### src/rtl/ssp_pkg.sv
// rtl/ssp_pkg.sv - shared state type, clamp limits and default widths for the SSP clock generator
package ssp_pkg;

  typedef enum logic {
    IDLE = 1'b0,
    RUN  = 1'b1
  } ssp_state_e;

  localparam int CPSDVSR_MIN    = 2;
  localparam int DSS_MIN        = 3;
  localparam int DEF_PRESCALE_W = 8;
  localparam int DEF_SCR_W      = 8;
  localparam int DEF_DSS_W      = 4;

endpackage

### src/rtl/ssp_rate_div.sv
// rtl/ssp_rate_div.sv - prescale counter cascaded with SCR counter, one-cycle tick every half*(scr+1) cycles
module ssp_rate_div
  import ssp_pkg::*;
#(
  parameter int HALF_W = DEF_PRESCALE_W - 1,
  parameter int SCR_W  = DEF_SCR_W
) (
  input  logic              clk,
  input  logic              rst_n,
  input  logic              clr,
  input  logic [HALF_W-1:0] half,
  input  logic [SCR_W-1:0]  scr,
  output logic              tick
);

  logic [HALF_W-1:0] pre_q, pre_d;
  logic [SCR_W-1:0]  scr_cnt_q, scr_cnt_d;
  logic              pre_wrap;
  logic              scr_wrap;

  // >= keeps the counters bounded when live divisors shrink mid-count
  always_comb begin
    pre_wrap  = (pre_q >= (half - HALF_W'(1)));
    scr_wrap  = (scr_cnt_q >= scr);
    tick      = pre_wrap && scr_wrap && !clr;
    pre_d     = pre_q + HALF_W'(1);
    scr_cnt_d = scr_cnt_q;
    if (clr) begin
      pre_d     = '0;
      scr_cnt_d = '0;
    end else if (pre_wrap) begin
      pre_d     = '0;
      scr_cnt_d = scr_wrap ? '0 : scr_cnt_q + SCR_W'(1);
    end
  end

  always_ff @(posedge clk or negedge rst_n) begin
    if (!rst_n) begin
      pre_q     <= '0;
      scr_cnt_q <= '0;
    end else begin
      pre_q     <= pre_d;
      scr_cnt_q <= scr_cnt_d;
    end
  end

endmodule

### src/rtl/ssp_clkgen.sv
// rtl/ssp_clkgen.sv - SSP master serial clock, launch/sample strobes and frame timing
// Optional free-running clock output enabled by defining SSP_CLKGEN_FREERUN_EN.
module ssp_clkgen
  import ssp_pkg::*;
#(
  parameter int PRESCALE_W = DEF_PRESCALE_W,
  parameter int SCR_W      = DEF_SCR_W,
  parameter int DSS_W      = DEF_DSS_W
) (
  input  logic                  PCLK,
  input  logic                  CLEAR_B,
  input  logic                  EN,
  input  logic [PRESCALE_W-1:0] CPSDVSR,
  input  logic [SCR_W-1:0]      SCR,
  input  logic [DSS_W-1:0]      DSS,
  input  logic                  SPO,
  input  logic                  SPH,
  input  logic                  START,
`ifdef SSP_CLKGEN_FREERUN_EN
  input  logic                  FREERUN,
`endif
  output logic                  SSPCLKOUT,
  output logic                  BUSY,
  output logic                  LAUNCH_STB,
  output logic                  SAMPLE_STB,
  output logic                  DONE
);

  localparam int HALF_W = PRESCALE_W - 1;
  localparam int EW     = DSS_W + 2;

  ssp_state_e        state_q, state_d;
  logic [HALF_W-1:0] half_q, half_d, half_live, div_half;
  logic [SCR_W-1:0]  scr_q, scr_d, div_scr;
  logic [DSS_W-1:0]  dss_q, dss_d, dss_live;
  logic              sph_q, sph_d;
  logic [EW-1:0]     edge_q, edge_d, edge_nxt, edge_last;
  logic              clk_q, clk_d;
  logic              launch_q, launch_d, sample_q, sample_d, done_q, done_d;
  logic              freerun, tick, div_clr;

`ifdef SSP_CLKGEN_FREERUN_EN
  assign freerun = EN && FREERUN && (state_q == IDLE);
`else
  assign freerun = 1'b0;
`endif

  assign half_live = (CPSDVSR < PRESCALE_W'(CPSDVSR_MIN)) ? HALF_W'(CPSDVSR_MIN / 2)
                                                          : CPSDVSR[PRESCALE_W-1:1];
  assign dss_live  = (DSS < DSS_W'(DSS_MIN)) ? DSS_W'(DSS_MIN) : DSS;
  assign div_half  = freerun ? half_live : half_q;
  assign div_scr   = freerun ? SCR : scr_q;
  assign div_clr   = !EN || !((state_q == RUN) || freerun);
  assign edge_nxt  = edge_q + EW'(1);
  assign edge_last = {({1'b0, dss_q} + (DSS_W + 1)'(1)), 1'b0};

  ssp_rate_div #(
    .HALF_W (HALF_W),
    .SCR_W  (SCR_W)
  ) u_rate_div (
    .clk   (PCLK),
    .rst_n (CLEAR_B),
    .clr   (div_clr),
    .half  (div_half),
    .scr   (div_scr),
    .tick  (tick)
  );

  always_comb begin
    state_d  = state_q;
    half_d   = half_q;
    scr_d    = scr_q;
    dss_d    = dss_q;
    sph_d    = sph_q;
    edge_d   = edge_q;
    clk_d    = clk_q;
    launch_d = 1'b0;
    sample_d = 1'b0;
    done_d   = 1'b0;
    if (!EN) begin
      state_d = IDLE;
      edge_d  = '0;
      clk_d   = SPO;
    end else if (state_q == IDLE) begin
      edge_d = '0;
      clk_d  = SPO;
      if (freerun) begin
        clk_d = tick ? ~clk_q : clk_q;
      end else if (START) begin
        state_d  = RUN;
        half_d   = half_live;
        scr_d    = SCR;
        dss_d    = dss_live;
        sph_d    = SPH;
        launch_d = ~SPH;
      end
    end else if (tick) begin
      clk_d  = ~clk_q;
      edge_d = edge_nxt;
      // odd edge numbers are leading edges
      if (edge_nxt[0]) begin
        launch_d = sph_q;
        sample_d = ~sph_q;
      end else begin
        sample_d = sph_q;
        launch_d = ~sph_q && (edge_nxt != edge_last);
      end
      if (edge_nxt == edge_last) begin
        done_d  = 1'b1;
        state_d = IDLE;
        edge_d  = '0;
      end
    end
  end

  always_ff @(posedge PCLK or negedge CLEAR_B) begin
    if (!CLEAR_B) begin
      state_q  <= IDLE;
      half_q   <= '0;
      scr_q    <= '0;
      dss_q    <= '0;
      sph_q    <= 1'b0;
      edge_q   <= '0;
      clk_q    <= 1'b0;
      launch_q <= 1'b0;
      sample_q <= 1'b0;
      done_q   <= 1'b0;
    end else begin
      state_q  <= state_d;
      half_q   <= half_d;
      scr_q    <= scr_d;
      dss_q    <= dss_d;
      sph_q    <= sph_d;
      edge_q   <= edge_d;
      clk_q    <= clk_d;
      launch_q <= launch_d;
      sample_q <= sample_d;
      done_q   <= done_d;
    end
  end

  assign SSPCLKOUT  = clk_q;
  assign BUSY       = (state_q == RUN);
  assign LAUNCH_STB = launch_q;
  assign SAMPLE_STB = sample_q;
  assign DONE       = done_q;

endmodule

### config.mk
export PLATFORM = sky130hd
export DESIGN_NAME = ssp_clkgen
export DESIGN_NICKNAME = d
export VERILOG_FILES = /design/src/rtl/ssp_pkg.sv /design/src/rtl/ssp_rate_div.sv /design/src/rtl/ssp_clkgen.sv
export SDC_FILE = /design/constraint.sdc
export NUM_CORES = 1
export LEC_CHECK = 0
export ABC_AREA = 0
export ABC_CLOCK_PERIOD_IN_PS = 5500
export BUFFER_PORTS_ARGS = -buffer_cell sky130_fd_sc_hd__buf_2
export CORE_AREA = 3 3 104 81
export DETAILED_ROUTE_END_ITERATION = 6
export DIE_AREA = 0 0 107 84
export SLEW_MARGIN = 30
export SYNTH_ARGS = -nofsm -noshare
export SYNTH_HDL_FRONTEND = slang
export SYNTH_SLANG_ARGS = --single-unit
### constraint.sdc
create_clock -name PCLK -period 5.5 [get_ports PCLK]
set_input_delay 1.375 -clock PCLK [delete_from_list [all_inputs] [get_ports PCLK]]
set_output_delay 1.375 -clock PCLK [all_outputs]
set_load 0.1 [all_outputs]
* After elaboration in Yosys (flattened, before gate mapping)
Cells that the tools add are included.
** Word-level totals
- Flip-flop bits (word level) :: 46
- Bits of input ports :: 26
- Logic and storage cells :: 69
** Operators by class
- $add $sub $neg :: 5
- Magnitude comparators :: 4
- Equality and inequality tests :: 3
- Muxes and demuxes :: 32
- Bitwise operators :: 4
- Reduce and logical (&&, ||, !) cells :: 9
** Operators with widths (number)
- $mux W6 :: 4
- $mux W8 :: 3
- $mux W1 :: 21
- $mux W7 :: 3
- $add A8 B1 Y8 const B :: 1
- $ge A8 B8 Y1 :: 1
- $lt A8 B2 Y1 const B :: 1
- $add A7 B1 Y7 const B :: 1
- $ge A7 B7 Y1 :: 1
- $sub A7 B1 Y7 const B :: 1
- $add A6 B1 Y6 const B :: 1
- $eq A6 B6 Y1 :: 1
- $ne A6 B6 Y1 :: 1
- $add A4 B1 Y5 const B :: 1
- $lt A4 B2 Y1 const B :: 1
- $mux W4 :: 1
- $not A1 Y1 :: 4
- $logic_and A1 B1 Y1 :: 3
- $logic_not A1 Y1 :: 3
- $ne A3 B2 Y1 const B :: 1
- $reduce_and A3 Y1 :: 1
- $reduce_bool A2 Y1 :: 1
- $logic_or A1 B1 Y1 :: 1

* Longest topological paths before layout
- Depth after elaboration :: 7
- Gate-level depth with buffers :: 11
- Mapped depth without buffers :: 10

* By module
Synthesis repeated with hierarchy kept, for this count alone.
** Second synthesis, totals
- Cells, all modules :: 251
- Area total of the unflattened synthesis :: 2658.8 sq um
** By module, submodules not included
- ssp_clkgen :: times used 1, cells an instance 123, area each 1453.9 sq um, sequential area each 775.7 sq um
- ssp_rate_div :: times used 1, cells an instance 128, area each 1204.9 sq um, sequential area each 375.4 sq um

* Worst setup path before layout
Ideal clock, no wire load.
- Path type :: register to register
- Start point :: register half_q[0] (netlist: div_half[0])
- End point :: register clk_q (netlist: SSPCLKOUT)
- Arrival :: 2.384 ns
- Required time :: 5.418 ns
- Slack :: 3.034 ns
- Cell stages (with the launch flop) :: 12
- Buffers on the path :: 1
- Period minus slack after synthesis :: 2.466 ns
- Cells stage by stage :: dfrtp_1 > inv_1 > ha_1 > nand2_1 > xor2_1 > ha_1 > and3_1 > a221oi_1 > o21a_1 > buf_2 > o21ai_0 > a31oi_1
** On the way
- Cells in the longest elaborated chain, start to end :: 5
** Ends and longest elaborated chain
- start: declaration :: RTL line ssp_clkgen.sv:33 : logic [HALF_W-1:0] half_q, half_d, half_live, div_half;
- start signal: assignment :: RTL line ssp_clkgen.sv:130 : half_q <= half_d;
- $sub A7 B1 Y7 :: RTL line ssp_rate_div.sv:23 : pre_wrap = (pre_q >= (half - HALF_W'(1)));
- $ge A7 B7 Y1 :: RTL line ssp_rate_div.sv:23
- $logic_and A1 B1 Y1 (2 in a row) :: RTL line ssp_rate_div.sv:25 : tick = pre_wrap && scr_wrap && !clr;
- $ne A3 B2 Y1 (no source line)
- end signal: assignment :: RTL line ssp_clkgen.sv:135 : clk_q <= clk_d;
- end: declaration :: RTL line ssp_clkgen.sv:38 : logic clk_q, clk_d;
No other way between the ends.
A chain may end at the register's enable or synchronous reset.

* Worst setup path in the final report
- Start point :: register half_q[2] (netlist: div_half[2])
- End point :: register edge_q[0]
** On the way
- Cells in the longest elaborated chain, start to end :: 5
** Ends and longest elaborated chain
- $sub A7 B1 Y7 :: RTL line ssp_rate_div.sv:23
- $ge A7 B7 Y1 :: RTL line ssp_rate_div.sv:23
- $logic_and A1 B1 Y1 (2 in a row) :: RTL line ssp_rate_div.sv:25
- $ne A3 B2 Y1 (no source line)
- end signal: assignment :: RTL line ssp_clkgen.sv:134 : edge_q <= edge_d;
- end: declaration :: RTL line ssp_clkgen.sv:37 : logic [EW-1:0] edge_q, edge_d, edge_nxt, edge_last;
No other way between the ends.

==> qor.txt <==
reg-to-reg slack, setup = 2.39 ns
peak supply drop = 0.135 mV
Via-to-Cell Ratio = 4.87
clk root buf = clkbuf_8
Post-DP HPWL = 3840 um
crit-path cells = nor3_1 > nand3_1 > xor2_1 > ha_1 > and3_1 > a221oi_1 > o21a_1 > o21ai_1 > mux2i_1
Synth Register Bits = 46
Crit-path slowest cell = o21a_1
status = completed
Final Skew = 0.00824 ns
initial antenna violation count = 0
syn_area_per_cell = 10.4 um2
largest net degree at the start of global routing = 47
R2R Path Start = div_half[2]
Pleak = 1.35 nW
Final Hold Vio Count = 0
Async S/R FF share, synth = 1.00
Cell Area, Placed = 0.00289 mm2
Synth top area share = 0.442
post-CTS setup buffer count = 0
final setup TNS = 0 ns
Syn-to-layout area delta = 15.0%
Nets = 329
antenna cells = 0
Design Area, Final = 0.00300 mm2
GRT Util Overall = 0.119
final core utilization = 0.405
Die Ht = 84 um
Worst Path Buf+Inv = 0
number of global-route vias before repair = 1,904
post-synthesis sequential area ratio = 0.442
syn nets = 296
Post-synth EDFFs = 0
Synth Flop Type = dfrtp_1
min-delay worst type = reg -> reg
PwrDens = 272 mW/mm2
RSZ-0062 raised after global routing = false
CP arrival = 3.32 ns
DRC viols = 0
Worst Tran Pin Value = 0.681 ns
most common cell in the netlist = dfrtp_1
crit end category = register
final setup fails = 0
Placer Congestion = 0.798
Top Ports = 31
max cap viols = 0
first-pass GRT wire length = 8870 um
Final Slew Violations = 0
total CTS buffers = 5
reg2reg end = edge_q[0]
Crit path max-delay family = compound AO/OA/AOI/OAI gates
Core Box Area = 0.00740 mm2
Post-DRT Antenna Nets = 0
port bufs = 29
Worst Setup EP = edge_q[0]
total power = 0.816 mW
synth warn = 0
die width = 107 um
count of different cell masters after synthesis = 44
fin crit share = 0.565
relative max-transition margin = 0.543
highest clock rate = 0.322 GHz
row count = 27
H-tree levels = 2
1st-iter DRT viols = 107
Tmin final = 3.11 ns
Starting Density = 0.352
via count = 1,874
area of the mapped netlist = 0.00261 mm2
die area = 0.00899 mm2
critical path startpoint category = register
cell count of the worst reg-to-reg path = 9
synth cell count leaders = dfrtp_1, ha_1, inv_1
Synth area leaders = dfrtp_1, ha_1, mux2_2
crit-path max cell delay = 0.55 ns
post-cts resize count = 0
hold_buf cts = 0
WP data required = 5.71 ns
drt pass-1 iters = 4
crit path from = div_half[2]
final wirelength = 4990 um
crit path max fanout = 14
CTS tree = yes
TritonCTS Sinks = 46
Clock transition at path regs = 0.08 ns
share of cells above drive strength 1 = 0.225
critical path class = reg -> reg
Post-Syn Instances = 250
Clock Tree Buf Depth = 2
Worst path depth = 9
largest area contributor in the netlist = dfrtp_1
gr ovfl total = 0
Clock Latency Late Sink = 0.29 ns
routed len/inst = 13.0 um
==> per-layer routing <==
| layer | global-route usage | part of all wire | vias to the layer above |
|---|---|---|---|
| met2 | 0.181 | 0.44 | 22 |
| met4 | 0.0279 | 0.0080 | 0 |
| met5 | 0 | 0 | - |
| met3 | 0.0247 | 0.030 | 5 |
| met1 | 0.172 | 0.52 | 898 |
| li1 | - | - | 949 |
==> power breakdown <==
part	switching, mW	total, mW	leakage, nW	internal [mW]
registers	0.0269	0.399	0.594	0.372
logic	0.0915	0.170	0.703	0.0785
clock network	0.111	0.247	0.0514	0.136
==> cells in the final DEF, fill, tap and decap left out, drive strengths merged, types with 2 or more instances in the layout <==
master / synthesis / layout
nor2: 17 / 17
and2: 2 / 2
nand4b: 4 / 4
nor3: 7 / 7
ha: 20 / 20
xor2: 8 / 8
dfrtp: 46 / 46
or3: 6 / 6
clkbuf: 3 / 6
or4: 3 / 3
and3: 4 / 4
inv: 18 / 18
nand3b: 2 / 2
nand2: 12 / 12
xnor2: 14 / 14
mux2: 17 / 17
nand3: 15 / 15
o22ai: 3 / 3
buf: 2 / 31
o21ai: 14 / 14
a21oi: 10 / 10
a211oi: 3 / 3
nand2b: 4 / 4
o211ai: 2 / 2
==> sequential cells by signal, indices dropped and copies added (netlist names) <==
name                  cells
div_scr                   8
u_rate_div.scr_cnt_q      8
div_half                  7
u_rate_div.pre_q          7
edge_q                    6
dss_q                     4
BUSY                      1
DONE                      1
LAUNCH_STB                1
SAMPLE_STB                1
SSPCLKOUT                 1
sph_q                     1
==> metrics by stage <==
| stage | instances | setup WS (ns) | hold slack, ns |
|---|---|---|---|
| final | 385 | 2.39 | 0.497 |
| after floorplan | 250 | 3.03 | 0.447 |
| after global placement | 375 | 2.41 | 0.476 |
| after CTS | 385 | 2.36 | 0.494 |
| after global routing | 385 | 2.13 | 0.533 |
| after detailed placement | 377 | 2.39 | 0.480 |
==> worst min-delay path by stage <==
stage | startpoint | end | cells after the start
after CTS | u_rate_div.pre_q[0] | u_rate_div.pre_q[0] | 1
after global placement | u_rate_div.pre_q[0] | u_rate_div.pre_q[0] | 1
final | u_rate_div.pre_q[0] | u_rate_div.pre_q[0] | 1
after global routing | div_scr[4] | div_scr[4] | 1
after floorplan | u_rate_div.pre_q[0] | u_rate_div.pre_q[0] | 1
after detailed placement | u_rate_div.pre_q[0] | u_rate_div.pre_q[0] | 1
==> cell type report <==
cell class                 count  area, um2
inverter                      18       67.6
clock inverter                 2       37.5
timing repair buffer          31        174
tap                          101        126
sequential                    46       1150
fill                         744       4400
multi-input combinational    181       1370
clock buffer                   6       72.6
==> kinds of logic (layout without fill, tap and decap cells) <==
logic type / count (synthesis) / count (layout) / share of synthesized area
buffers and inverters: 23 / 57 / 0.0341
muxes: 18 / 18 / 0.0773
adders and majority gates: 20 / 20 / 0.0960
xor gates and xnor gates: 22 / 22 / 0.0768
AOI/OAI and AO/OA: 40 / 40 / 0.0970
and+or+nand+nor: 81 / 81 / 0.177
DFF: 46 / 46 / 0.442
No activity file was read; power rests on OpenSTA's default activity.
